## config.mk

```make
export PLATFORM = sky130hd
export DESIGN_NAME = mem_access_ctrl_flat
export DESIGN_NICKNAME = d
export VERILOG_FILES = /design/src/rtl/mem_access_ctrl_if.sv /design/src/rtl/mem_access_ctrl.sv /design/src/flat_wrapper.sv
export SDC_FILE = /design/constraint.sdc
export NUM_CORES = 1
export LEC_CHECK = 0
export CORE_MARGIN = 8
export CORE_UTILIZATION = 43
export DETAILED_ROUTE_END_ITERATION = 7
export PLACE_DENSITY = 0.85
export SYNTH_ARGS = -nofsm -noshare
export SYNTH_HDL_FRONTEND = slang
export SYNTH_SLANG_ARGS = --single-unit
```

## constraint.sdc

```tcl
create_clock -name CLK -period 4.9 [get_ports CLK]
set_input_delay 1.47 -clock CLK [delete_from_list [all_inputs] [get_ports CLK]]
set_output_delay 1.47 -clock CLK [all_outputs]
set_load 0.01 [all_outputs]
```

## src/rtl/mem_access_ctrl_if.sv

```systemverilog
// Data-memory bus between the MEM-stage access controller (master) and memory (slave).
interface mem_access_ctrl_if #(
  parameter int unsigned ADDR_W = 32
);
  logic              mem_req;
  logic              mem_we;
  logic [3:0]        mem_be;
  logic [ADDR_W-1:0] mem_addr;
  logic [31:0]       mem_wdata;
  logic [31:0]       mem_rdata;
  logic              mem_ack;

  modport master (
    output mem_req, mem_we, mem_be, mem_addr, mem_wdata,
    input  mem_rdata, mem_ack
  );

  modport slave (
    input  mem_req, mem_we, mem_be, mem_addr, mem_wdata,
    output mem_rdata, mem_ack
  );
endinterface

```

## src/rtl/mem_access_ctrl.sv

```systemverilog
// MEM-stage load/store controller: one req/ack bus transfer per memory instruction.
// Optional ack timeout enabled by defining MEM_TIMEOUT_EN.
module mem_access_ctrl #(
  parameter int unsigned ADDR_W  = 32,
  parameter int unsigned TIMEOUT = 15
) (
  input  logic              CLK,
  input  logic              CLR,
  input  logic              Enable_In,
  input  logic              rw_In,
  input  logic [1:0]        Size_In,
  input  logic [ADDR_W-1:0] Addr_In,
  input  logic [31:0]       WData_In,
  output logic              Stall_Out,
  output logic [31:0]       RData_Out,
  output logic              RValid_Out,
  output logic              Misalign_Out,
  output logic              Err_Out,
  mem_access_ctrl_if.master bus
);

  if (TIMEOUT < 1 || TIMEOUT > 255) begin : g_timeout_range
    $error("mem_access_ctrl: TIMEOUT must be in 1..255");
  end

  typedef enum logic [1:0] {IDLE, REQ, DONE} state_e;

  state_e            state_q, state_d;
  logic              req_q, req_d;
  logic              we_q, we_d;
  logic [3:0]        be_q, be_d;
  logic [ADDR_W-1:0] addr_q, addr_d;
  logic [31:0]       wdata_q, wdata_d;
  logic [1:0]        size_q, size_d;
  logic [1:0]        off_q, off_d;
  logic [31:0]       rdata_q, rdata_d;
  logic              rvalid_q, rvalid_d;
  logic              misalign_q, misalign_d;
  logic              err_q, err_d;
  logic              timeout_c;
`ifdef MEM_TIMEOUT_EN
  logic [7:0]        cnt_q, cnt_d;
`endif

  logic              aligned_c;
  logic [3:0]        be_c;
  logic [31:0]       wdata_c;
  logic [31:0]       shifted_c;
  logic [31:0]       extract_c;

  // Request-side lane formatting from the incoming instruction
  always_comb begin
    unique case (Size_In)
      2'b00: begin
        aligned_c = 1'b1;
        be_c      = 4'b0001 << Addr_In[1:0];
        wdata_c   = {4{WData_In[7:0]}};
      end
      2'b01: begin
        aligned_c = ~Addr_In[0];
        be_c      = Addr_In[1] ? 4'b1100 : 4'b0011;
        wdata_c   = {2{WData_In[15:0]}};
      end
      default: begin
        aligned_c = (Addr_In[1:0] == 2'b00);
        be_c      = 4'b1111;
        wdata_c   = WData_In;
      end
    endcase
  end

  // Response-side lane extraction, zero-extended
  always_comb begin
    shifted_c = bus.mem_rdata >> {off_q, 3'b000};
    unique case (size_q)
      2'b00:   extract_c = {24'd0, shifted_c[7:0]};
      2'b01:   extract_c = {16'd0, shifted_c[15:0]};
      default: extract_c = bus.mem_rdata;
    endcase
  end

`ifdef MEM_TIMEOUT_EN
  assign timeout_c = (cnt_q == 8'(TIMEOUT - 1));
`else
  assign timeout_c = 1'b0;
`endif

  always_comb begin
    state_d    = state_q;
    req_d      = req_q;
    we_d       = we_q;
    be_d       = be_q;
    addr_d     = addr_q;
    wdata_d    = wdata_q;
    size_d     = size_q;
    off_d      = off_q;
    rdata_d    = rdata_q;
    rvalid_d   = 1'b0;
    misalign_d = 1'b0;
    err_d      = 1'b0;
    Stall_Out  = 1'b0;
`ifdef MEM_TIMEOUT_EN
    cnt_d      = cnt_q;
`endif
    unique case (state_q)
      IDLE: begin
        if (Enable_In && aligned_c) begin
          Stall_Out = 1'b1;
          state_d   = REQ;
          req_d     = 1'b1;
          we_d      = rw_In;
          be_d      = be_c;
          addr_d    = {Addr_In[ADDR_W-1:2], 2'b00};
          wdata_d   = wdata_c;
          size_d    = Size_In;
          off_d     = Addr_In[1:0];
`ifdef MEM_TIMEOUT_EN
          cnt_d     = 8'd0;
`endif
        end else if (Enable_In) begin
          misalign_d = 1'b1;
        end
      end
      REQ: begin
        Stall_Out = 1'b1;
        // An ack in the final allowed cycle beats the timeout
        if (bus.mem_ack) begin
          req_d   = 1'b0;
          state_d = DONE;
          if (!we_q) begin
            rdata_d  = extract_c;
            rvalid_d = 1'b1;
          end
        end else if (timeout_c) begin
          req_d   = 1'b0;
          err_d   = 1'b1;
          state_d = DONE;
        end else begin
`ifdef MEM_TIMEOUT_EN
          cnt_d = cnt_q + 8'd1;
`endif
        end
      end
      DONE:    state_d = IDLE;
      default: state_d = IDLE;
    endcase
  end

  always_ff @(posedge CLK or posedge CLR) begin
    if (CLR) begin
      state_q    <= IDLE;
      req_q      <= 1'b0;
      we_q       <= 1'b0;
      be_q       <= 4'd0;
      addr_q     <= '0;
      wdata_q    <= 32'd0;
      size_q     <= 2'd0;
      off_q      <= 2'd0;
      rdata_q    <= 32'd0;
      rvalid_q   <= 1'b0;
      misalign_q <= 1'b0;
      err_q      <= 1'b0;
`ifdef MEM_TIMEOUT_EN
      cnt_q      <= 8'd0;
`endif
    end else begin
      state_q    <= state_d;
      req_q      <= req_d;
      we_q       <= we_d;
      be_q       <= be_d;
      addr_q     <= addr_d;
      wdata_q    <= wdata_d;
      size_q     <= size_d;
      off_q      <= off_d;
      rdata_q    <= rdata_d;
      rvalid_q   <= rvalid_d;
      misalign_q <= misalign_d;
      err_q      <= err_d;
`ifdef MEM_TIMEOUT_EN
      cnt_q      <= cnt_d;
`endif
    end
  end

  assign bus.mem_req   = req_q;
  assign bus.mem_we    = we_q;
  assign bus.mem_be    = be_q;
  assign bus.mem_addr  = addr_q;
  assign bus.mem_wdata = wdata_q;
  assign RData_Out     = rdata_q;
  assign RValid_Out    = rvalid_q;
  assign Misalign_Out  = misalign_q;
  assign Err_Out       = err_q;

endmodule

```

## src/flat_wrapper.sv

```systemverilog
// flat-port wrapper written by rule: the top's interface ports become plain ports
module mem_access_ctrl_flat 
#(
  parameter int unsigned ADDR_W  = 32,
  parameter int unsigned TIMEOUT = 15
)
  (CLK, CLR, Enable_In, rw_In, Size_In, Addr_In, WData_In, Stall_Out, RData_Out, RValid_Out, Misalign_Out, Err_Out, bus_mem_req, bus_mem_we, bus_mem_be, bus_mem_addr, bus_mem_wdata, bus_mem_rdata, bus_mem_ack);
  mem_access_ctrl_if #(.ADDR_W(ADDR_W)) bus_i ();
  input  logic CLK;
  input  logic CLR;
  input  logic Enable_In;
  input  logic rw_In;
  input  logic [1:0] Size_In;
  input  logic [ADDR_W-1:0] Addr_In;
  input  logic [31:0] WData_In;
  output logic Stall_Out;
  output logic [31:0] RData_Out;
  output logic RValid_Out;
  output logic Misalign_Out;
  output logic Err_Out;
  output wire logic [$bits(bus_i.mem_req)-1:0] bus_mem_req;
  output wire logic [$bits(bus_i.mem_we)-1:0] bus_mem_we;
  output wire logic [$bits(bus_i.mem_be)-1:0] bus_mem_be;
  output wire logic [$bits(bus_i.mem_addr)-1:0] bus_mem_addr;
  output wire logic [$bits(bus_i.mem_wdata)-1:0] bus_mem_wdata;
  input wire logic [$bits(bus_i.mem_rdata)-1:0] bus_mem_rdata;
  input wire logic [$bits(bus_i.mem_ack)-1:0] bus_mem_ack;
  assign bus_mem_req = bus_i.mem_req;
  assign bus_mem_we = bus_i.mem_we;
  assign bus_mem_be = bus_i.mem_be;
  assign bus_mem_addr = bus_i.mem_addr;
  assign bus_mem_wdata = bus_i.mem_wdata;
  assign bus_i.mem_rdata = bus_mem_rdata;
  assign bus_i.mem_ack = bus_mem_ack;
  mem_access_ctrl #(.ADDR_W(ADDR_W), .TIMEOUT(TIMEOUT)) u_core (.CLK(CLK), .CLR(CLR), .Enable_In(Enable_In), .rw_In(rw_In), .Size_In(Size_In), .Addr_In(Addr_In), .WData_In(WData_In), .Stall_Out(Stall_Out), .RData_Out(RData_Out), .RValid_Out(RValid_Out), .Misalign_Out(Misalign_Out), .Err_Out(Err_Out), .bus(bus_i));
endmodule
```

==> run summary <==
status -> complete, no violations
Setup Skew -> 9.862 ps
Core Rows -> 39
Max Buffers Root-to-Sink -> 2
Max IR drop VDD -> 0.3172 mV
number of synthesized flops with an enable pin -> 0
die area -> 15170 um^2
non-filler cells, final -> 756
setup ws final -> 392.6 ps
Worst-Margin Slew -> 845.4 ps
P_leak -> 3.104 nW
Detail Route Antenna Nets -> 0
Pins Over Slew Limit -> 0
Yosys top cell by area -> dfrtp_1
# DRC -> 0
HP Class -> flip-flop to flip-flop
WL per Instance -> 19.60 um
CTS tree -> done
FMAX -> 0.2219 GHz
CTS buffer count -> 9
Synth area leaders -> dfrtp_1, mux2_2, nand2_1, mux2i_1, nand3_1
setup TNS -> 0 ps
ys async rst share -> 1.000
Critical Path Source -> Size_In[1]
initial antenna violation count -> 0
grt ovf -> 0
post-route minimum period -> 4507 ps
Syn-to-layout area delta -> 49.75%
RSZ-0062 raised after global routing -> no
share of layout cells above drive strength 1 -> 0.1680
#FFs+latches synth -> 108
MaxCap Viol Count -> 0
Clock Tree Root -> clkbuf_16
share of the synthesized area in the top cell type -> 0.5471
syn_area_per_cell -> 11.90 um^2
Final Cycle Share -> 0.9199
Pre-antenna DRT Iters -> 4
critical path type -> primary input to primary output
max_slew headroom -> 0.4364
final core occ -> 0.6534
io pins -> 209
filler instances -> 923
Synth Instances -> 415
synth warn -> 0
pin count of the biggest net entering global routing -> 69
clk slew on worst S/H paths -> 60 ps
post-synth cell types -> 38
GRT Util Overall -> 0.1962
post-synthesis sequential area ratio -> 0.5471
n_diodes -> 0
Max H-tree Level -> 3
GPL Wtd Cong -> 0.8674
vias after detailed routing -> 4001
initial core utilization -> 0.4363
Final #Nets -> 711
dpl hpwl -> 11340 um
CP max FO -> 4
commonest non-fill, non-tap cell in the layout -> clkdlybuf4s50_1
Worst setup EP type -> primary output
startpoint types -> primary input
Synth Cell Area -> 4940 um^2
DRT Wirelength -> 14820 um
Tot Pwr -> 3.674 mW
clock latency at the later pin of the worst-skew pair -> 340 ps
Port Buf Inserts -> 205
endpoints failing hold -> 0
Sink Count -> 108
# setup viols final -> 0
Crit Reg-Reg Startpoint -> u_core.state_q[0]$_DFFE_PP0P_
DR vias/cell -> 5.292
placeable core region -> 11320 um^2
worst path arrival time -> 3040 ps
post_cts resized -> 0
Worst EP required -> 3430 ps
commonest non-fill, non-tap cells in the layout -> clkdlybuf4s50_1, dfrtp_1, mux2_2
die height -> 123.2 um
cts hold-fix bufs -> 0
vias in the first global route -> 4343
die width -> 123.2 um
Post-synth top flop -> dfrtp_1
first-pass GRT wire length -> 23330 um
hold_sp -> u_core.RData_Out[27]$_DFFE_PP0P_
DRT iter0 DRCs -> 281
Place WS -> 370.4 ps
Placed Cells -> 740
pwr/cell area -> 496.7 nW/um^2
Setup Buffers After CTS -> 0
## path summary, 6_finish.rpt
| kind | end | slack [ps] | cells after the start |
|---|---|---|---|
| setup / recovery | Stall_Out | 390 | 5 |
| hold / removal | u_core.RData_Out[27]$_DFFE_PP0P_ | 470 | 2 |
| setup reg to reg | u_core.bus.mem_wdata[22]$_DFFE_PP0P_ | 2640 | 4 |
| hold reg to reg | u_core.RData_Out[27]$_DFFE_PP0P_ | 470 | 2 |
| max in group asynchronous | u_core.RData_Out[30]$_DFFE_PP0P_ | 2510 | 3 |
| min in group asynchronous | u_core.bus.mem_wdata[21]$_DFFE_PP0P_ | 1660 | 2 |
## critical path: stages
cell	delay, ps
clkdlybuf4s50_1	510
a21oi_1	230
o21ai_0	100
a21oi_1	140
clkdlybuf4s50_1	580
## through the flow
| step | hold WS (ps) | area, um^2 |
|---|---|---|
| 6_report | 472.2 | 7397 |
| 4_1_cts | 472.9 | 7397 |
| 3_5_place_dp | 457.9 | 7099 |
| 3_3_place_gp | 448.8 | 7099 |
| 2_1_floorplan | 480.8 | 4947 |
| 5_1_grt | 503.3 | 7397 |
## power breakdown
group / internal (mW) / total, mW / switching (mW)
Combinational: 0.898 / 1.48 / 0.587
Clock: 0.402 / 0.736 / 0.335
Sequential: 1.22 / 1.45 / 0.235
## cell families after synthesis
family | share of synthesized area
XOR/XNOR | 0.001773
other | 0.0007591
AO/OA/AOI/OAI | 0.08966
multiplexers | 0.2237
AND/OR/NAND/NOR | 0.09575
flip-flops | 0.5471
buffers and inverters | 0.04129
## final cells by class
type                       instances  area [um^2]  area share
inverter                           6        25.02    0.003383
multi-input combinational        268         2041      0.2759
clock buffer                      10        229.0     0.03095
clock inverter                     6        68.82    0.009303
sequential                       108         2703      0.3654
timing repair buffer             215         2152      0.2909
tap                              143        178.9     0.02419
## layer usage
metal	wire length, um	vias up	global-route usage
met5	0	-	0
met4	287	0	0.06922
met3	1654	21	0.07123
met2	7250	179	0.3309
met1	5627	1953	0.2258
li1	-	1848	-
## state kept, by name, indices dropped and copies added (netlist names)
register and count:
u_core.Misalign_Out 1, u_core.size_q 2, u_core.off_q 2, u_core.bus.mem_addr 30, u_core.bus.mem_wdata 32, u_core.state_q 2
u_core.RValid_Out 1, u_core.bus.mem_req 1, u_core.RData_Out 32, u_core.bus.mem_be 4, u_core.bus.mem_we 1
## cell usage after synthesis, types with 2 or more instances
master	number
a211oi_1	8
a21oi_1	2
a221o_1	2
a22o_1	4
a2bb2oi_1	6
buf_1	5
buf_2	4
buf_4	8
buf_6	2
clkbuf_1	16
dfrtp_1	108
inv_1	5
mux2_1	8
mux2_2	75
mux2i_1	17
nand2_1	53
nand2b_1	2
nand3_1	24
nor2_1	15
nor3_1	9
o211ai_1	8
o21a_1	2
o21ai_0	9
o21bai_1	2
o22a_1	2
o2bb2ai_1	6
o31ai_1	2
No activity file was read; power rests on OpenSTA's default activity.
